==> src/rtl/mem_port_arbiter.sv <==
// -----------------------------------------------------------------------------
// mem_port_arbiter
//
// Shares one memory port between the CPU core (port A) and a DMA / program
// loader engine (port B). From idle the CPU has fixed priority; once a port
// owns the memory it keeps it for a bounded burst while the other port is
// waiting, then hands over with no idle cycle in between. Each granted cycle
// performs exactly one access; the memory is combinational for reads and
// commits writes on the clock edge that ends the cycle.
//
// Ports
//   clk          system clock, rising-edge
//   reset        asynchronous active-low reset (0 = in reset)
//   a_req        CPU request, held until a_ack is sampled high
//   a_addr       CPU address
//   a_write      CPU write (1) / read (0)
//   a_wdata      CPU write data
//   a_rdata      read data to CPU (memory data while A owns the port, else 0)
//   a_ack        CPU access performed this cycle
//   b_*          same set for the DMA / loader
//   address      memory address
//   write        memory write enable (gated by the owner's request)
//   to_memory    memory write data
//   from_memory  memory read data, combinational from address
//   owner        current owner: 00 none, 01 A, 10 B
//
// Parameters
//   MAX_BURST    consecutive granted cycles for one owner while the other
//                port is requesting (1..15)
//   ADDR_W       address width
//   DATA_W       data width
// -----------------------------------------------------------------------------
module mem_port_arbiter #(
  parameter int MAX_BURST = 4,
  parameter int ADDR_W    = 8,
  parameter int DATA_W    = 8
) (
  input  logic              clk,
  input  logic              reset,

  input  logic              a_req,
  input  logic [ADDR_W-1:0] a_addr,
  input  logic              a_write,
  input  logic [DATA_W-1:0] a_wdata,
  output logic [DATA_W-1:0] a_rdata,
  output logic              a_ack,

  input  logic              b_req,
  input  logic [ADDR_W-1:0] b_addr,
  input  logic              b_write,
  input  logic [DATA_W-1:0] b_wdata,
  output logic [DATA_W-1:0] b_rdata,
  output logic              b_ack,

  output logic [ADDR_W-1:0] address,
  output logic              write,
  output logic [DATA_W-1:0] to_memory,
  input  logic [DATA_W-1:0] from_memory,
  output logic [1:0]        owner
);

  typedef enum logic [1:0] {
    OWN_NONE = 2'b00,
    OWN_A    = 2'b01,
    OWN_B    = 2'b10
  } owner_t;

  localparam logic [4:0] BURST_LIMIT = 5'(MAX_BURST);

  owner_t     owner_q, owner_d;
  logic [3:0] burst_q, burst_d;

  // One bit wider than the counter so burst_cnt+1 cannot wrap before the
  // comparison against the burst limit.
  logic [4:0] burst_next;
  logic       limit_hit;
  logic [3:0] burst_inc;

  assign burst_next = {1'b0, burst_q} + 5'd1;
  assign limit_hit  = (burst_next >= BURST_LIMIT);
  // The counter only matters while the other port waits, but it keeps
  // counting during uncontended bursts, so it must not wrap back to 0.
  assign burst_inc  = (burst_q == 4'hF) ? 4'hF : burst_q + 4'd1;

  // ---------------------------------------------------------------------------
  // Next owner / burst counter
  // ---------------------------------------------------------------------------
  always_comb begin
    // NOTE: every variable gets a default before the case so that no path
    // leaves it unassigned, which would otherwise infer a latch.
    owner_d = owner_q;
    burst_d = burst_q;

    unique case (owner_q)
      OWN_NONE: begin
        burst_d = 4'd0;
        if (a_req)      owner_d = OWN_A;
        else if (b_req) owner_d = OWN_B;
      end

      OWN_A: begin
        if (a_req) begin
          if (b_req && limit_hit) begin
            owner_d = OWN_B;
            burst_d = 4'd0;
          end else begin
            burst_d = burst_inc;
          end
        end else begin
          owner_d = b_req ? OWN_B : OWN_NONE;
          burst_d = 4'd0;
        end
      end

      OWN_B: begin
        if (b_req) begin
          if (a_req && limit_hit) begin
            owner_d = OWN_A;
            burst_d = 4'd0;
          end else begin
            burst_d = burst_inc;
          end
        end else begin
          owner_d = a_req ? OWN_A : OWN_NONE;
          burst_d = 4'd0;
        end
      end

      default: begin
        owner_d = OWN_NONE;
        burst_d = 4'd0;
      end
    endcase
  end

  always_ff @(posedge clk or negedge reset) begin
    if (!reset) begin
      owner_q <= OWN_NONE;
      burst_q <= 4'd0;
    end else begin
      // NOTE: state registers use non-blocking assignments so every flop
      // samples its _d value from before this edge, regardless of order.
      owner_q <= owner_d;
      burst_q <= burst_d;
    end
  end

  // ---------------------------------------------------------------------------
  // Port decode. Everything is combinational from owner_q, so an asynchronous
  // reset drops write and both acks immediately, without waiting for a clock.
  // ---------------------------------------------------------------------------
  always_comb begin
    address   = '0;
    write     = 1'b0;
    to_memory = '0;
    a_ack     = 1'b0;
    b_ack     = 1'b0;
    a_rdata   = '0;
    b_rdata   = '0;

    unique case (owner_q)
      OWN_A: begin
        address   = a_addr;
        // A requester that withdraws on its grant cycle must not write.
        write     = a_write & a_req;
        to_memory = a_wdata;
        a_ack     = a_req;
        a_rdata   = from_memory;
      end
      OWN_B: begin
        address   = b_addr;
        write     = b_write & b_req;
        to_memory = b_wdata;
        b_ack     = b_req;
        b_rdata   = from_memory;
      end
      default: ;
    endcase
  end

  assign owner = owner_q;

endmodule

==> config.mk <==
export PLATFORM = sky130hd
export DESIGN_NAME = mem_port_arbiter
export DESIGN_NICKNAME = d
export VERILOG_FILES = /design/src/rtl/mem_port_arbiter.sv
export SDC_FILE = /design/constraint.sdc
export NUM_CORES = 1
export LEC_CHECK = 0
export BUFFER_PORTS_ARGS = -buffer_cell sky130_fd_sc_hd__buf_4
export CAP_MARGIN = 10
export CORE_MARGIN = 3
export CORE_UTILIZATION = 31
export DETAILED_ROUTE_END_ITERATION = 8
export PLACE_DENSITY_LB_ADDON = 0.1
export SYNTH_ARGS = -nofsm -noshare
export SYNTH_HDL_FRONTEND = slang
export SYNTH_SLANG_ARGS = --single-unit
export TNS_END_PERCENT = 50
==> constraint.sdc <==
create_clock -name clk -period 1.5 [get_ports clk]
set_input_delay 0.075 -clock clk [delete_from_list [all_inputs] [get_ports clk]]
set_output_delay 0.075 -clock clk [all_outputs]
set_load 0.01 [all_outputs]
==> results.md <==
- Fin. max-slew vios: 0
- Synth-to-layout area growth: 127%
- Register clock-pin slew on the reported worst setup and hold paths: 0.04 ns
- Crit share post-route: 104%
- Gate Count Post-Synth: 104
- Outcome: finished, violations left
- CP Launch Type: register
- Core ar.: 0.00232 mm²
- Final Skew: 0.000349 ns
- Initial core utilization: 34.3%
- Chip height: 56.6 µm
- Global-route usage over all layers: 18.9%
- Pleak: 0.000858 µW
- Fraction of layout cells with a size suffix above 1: 68.2%
- Worst path bufs/invs: 3
- Met3 global-route usage: 3.68%
- CTS sink count: 6
- Clk root buf: clkbuf_4
- Fmax: 642 MHz
- #FFs+latches synth: 6
- Req. time, crit path: 1.42 ns
- Register area share after synthesis: 18.9%
- Die W: 56.6 µm
- RSZ-0062 raised after global routing: true
- Via Count: 1076
- Antenna-violating nets left: 0
- Ys Warns: 0
- Post-layout minimum cycle time: 1.56 ns
- I/O pin count: 83
- Pwr per Cell Area: 1600 mW/mm²
- TritonCTS clock tree: built
- Crit Path Max Fanout: 24
- Worst path max stage delay: 0.40 ns
- Worst-Margin Slew: 0.260 ns
- First-pass GRT wire length: 4860 µm
- Antenna Cells: 0
- Drt first pass iters: 4
- Max transition margin: 82.4%
- Multi-input gate area in the final layout: 758 µm²
- Layout Nets: 249
- # port buffers: 82
- Num CTS Buffers: 3
- Pin count of the biggest net entering global routing: 25
- GPL Wtd Cong: 0.777
- GR met1 Demand/Resource: 21.6%
- Max-Cap Viols: 0
- WL/cell: 14.4 µm
- Total Wirelength: 3210 µm
- Register area: 151 µm²
- Distinct cells, synth: 26
- GRT overflow: 0
- Placed wire-length estimate: 2390 µm
- Dpl cells: 214
- Largest delay share family, worst path: buffers and inverters
- Peak VDD IR: 0.00144 V
- Final hold vios: 0
- Most Crowded Layer GR: met2
- Total power: 2890 µW
- Final non-filler cell area: 0.00181 mm²
- Hold WC Path Type: in2async
- DR vias/cell: 4.83
- Syn_nets: 156
- Fill count: 160
- Iteration-0 DRC count of the detailed router: 30
- Type of the worst setup path: reg2out
- Pre-CTS setup slack: -0.0364 ns
- Post-route insts no fill: 223
- Bufs on Longest Clock Path: 2
- CP Data Arrival Time: 1.48 ns
- Final setup fails: 19
- Syn avg cell area: 7.64 µm²
- Slowest cell on crit path: dfrtp_1
- Final worst slack: -0.0584 ns
- Failing checks: setup timing
- CP Cell Sequence: buf_6 -> ha_4 -> buf_12 -> a22oi_2 -> nor2b_2 -> buf_4
- Initial antenna violation count: 0
- CP Capture Type: primary output
- Clock Latency Late Sink: 0.24 ns
- Met2 Usage GRT: 34.5%
- FP Rows: 17
- Die area: 0.00321 mm²
- Cell Area, Synth: 795 µm²
- # DRC: 0
- Final Util: 77.9%
- Dpl cell area: 0.00152 mm²
- Number of H-tree levels: 1
- Vias in the first global route: 1012
synthesized netlist by cell type:
| cell type | instances | area (µm²) |
|---|---|---|
| a21boi_1 | 1 | 7.51 |
| a21oi_1 | 4 | 20.0 |
| a21oi_2 | 1 | 8.76 |
| a22oi_1 | 16 | 120 |
| a31oi_1 | 1 | 6.26 |
| a31oi_2 | 1 | 12.5 |
| and2_1 | 16 | 100 |
| and3b_1 | 1 | 8.76 |
| buf_2 | 2 | 10.0 |
| clkbuf_1 | 6 | 22.5 |
| dfrtp_1 | 6 | 150 |
| ha_1 | 6 | 75.1 |
| inv_1 | 5 | 18.8 |
| mux2_1 | 2 | 22.5 |
| nand2_1 | 7 | 26.3 |
| nand2_2 | 1 | 6.26 |
| nand2b_1 | 1 | 6.26 |
| nand3_1 | 1 | 5.00 |
| nand3b_1 | 1 | 7.51 |
| nor2_1 | 2 | 7.51 |
| nor2b_1 | 16 | 100 |
| nor3_1 | 2 | 10.0 |
| nor4bb_1 | 1 | 10.0 |
| o21ai_0 | 2 | 10.0 |
| o22ai_1 | 1 | 6.26 |
| o311ai_2 | 1 | 16.3 |
metrics by stage:
step	TNS [ns]	hold WS (ns)
5_1_grt	-2.44	0.161
2_1_floorplan	-0.00672	-0.221
3_3_place_gp	0	-0.118
6_report	-0.731	0.169
3_5_place_dp	-0.0721	-0.117
4_1_cts	-0.844	0.156
kinds of logic (layout without fill, tap and decap cells):
logic type / Yosys count / count (layout) / share of synthesized area, %
AO/OA/AOI/OAI: 28 / 28 / 26.1
AND/OR/NAND/NOR: 49 / 49 / 36.2
buffers and inverters: 13 / 104 / 6.46
multiplexers: 2 / 2 / 2.83
flip-flops: 6 / 6 / 18.9
adder cells (fa/ha/maj): 6 / 6 / 9.45
registers in the layout, indices dropped and copies added (netlist names):
register	cells
burst_q	4
owner	2
timing repair:
action,in CTS,in global routing
setup endpoints to repair,35,27
gates resized for setup,24,18
cloned,1,1
pin swaps,2,5
hold buffers,1,0
endpoints found under the hold margin,6,0
setup buffers,2,1
power by group:
group          switching [µW]  leakage [µW]  internal, µW
logic                    1060      0.000765          1440
clock network            55.2     0.0000138          90.3
registers                48.9     0.0000794           204
total                    1160      0.000858          1730
per-layer routing:
metal	wire, µm	up-vias
met5	0	-
met4	32	0
met3	260	2
met2	1680	46
met1	1240	485
li1	-	543
area by class of cell:
| class | count | share of cell area [%] |
|---|---|---|
| Multi-Input combinational cell | 85 | 42.0 |
| Timing Repair Buffer | 96 | 45.3 |
| Sequential cell | 6 | 8.39 |
| Tap cell | 28 | 1.94 |
| Inverter | 5 | 1.18 |
| Clock buffer | 3 | 1.25 |
layout by cell type (no fill, tap or decap), types with 2 or more instances in the layout:
cell type,synthesis,final
ha_4,0,4
ha_1,6,2
and2_1,16,14
dfrtp_1,6,5
clkbuf_4,0,3
a21oi_1,4,4
buf_4,0,85
inv_1,5,2
nand2_2,1,2
o21ai_0,2,2
nor3_1,2,2
buf_6,0,5
nor2b_1,16,12
a22oi_2,0,12
nor2_1,2,2
mux2_4,0,2
a22oi_1,16,4
buf_12,0,3
nor2b_2,0,4
and2_4,0,2
nand2_1,7,5
inv_2,0,2
final timing paths:
path | start | end | slack, ns | cells after the start
setup / recovery | owner[0]$_DFFE_PN0P_ | address[5] | -0.06 | 6
hold / removal | reset | burst_q[3]$_DFF_PN0_ | 0.17 | 2
setup reg to reg | burst_q[1]$_DFF_PN0_ | owner[0]$_DFFE_PN0P_ | -0.02 | 5
hold reg to reg | burst_q[0]$_DFF_PN0_ | burst_q[0]$_DFF_PN0_ | 0.62 | 2
max in group asynchronous | reset | owner[1]$_DFFE_PN0P_ | 1.21 | 2
min in group clk | b_req | burst_q[3]$_DFF_PN0_ | 0.23 | 4
(Power assumes the default switching activity.)
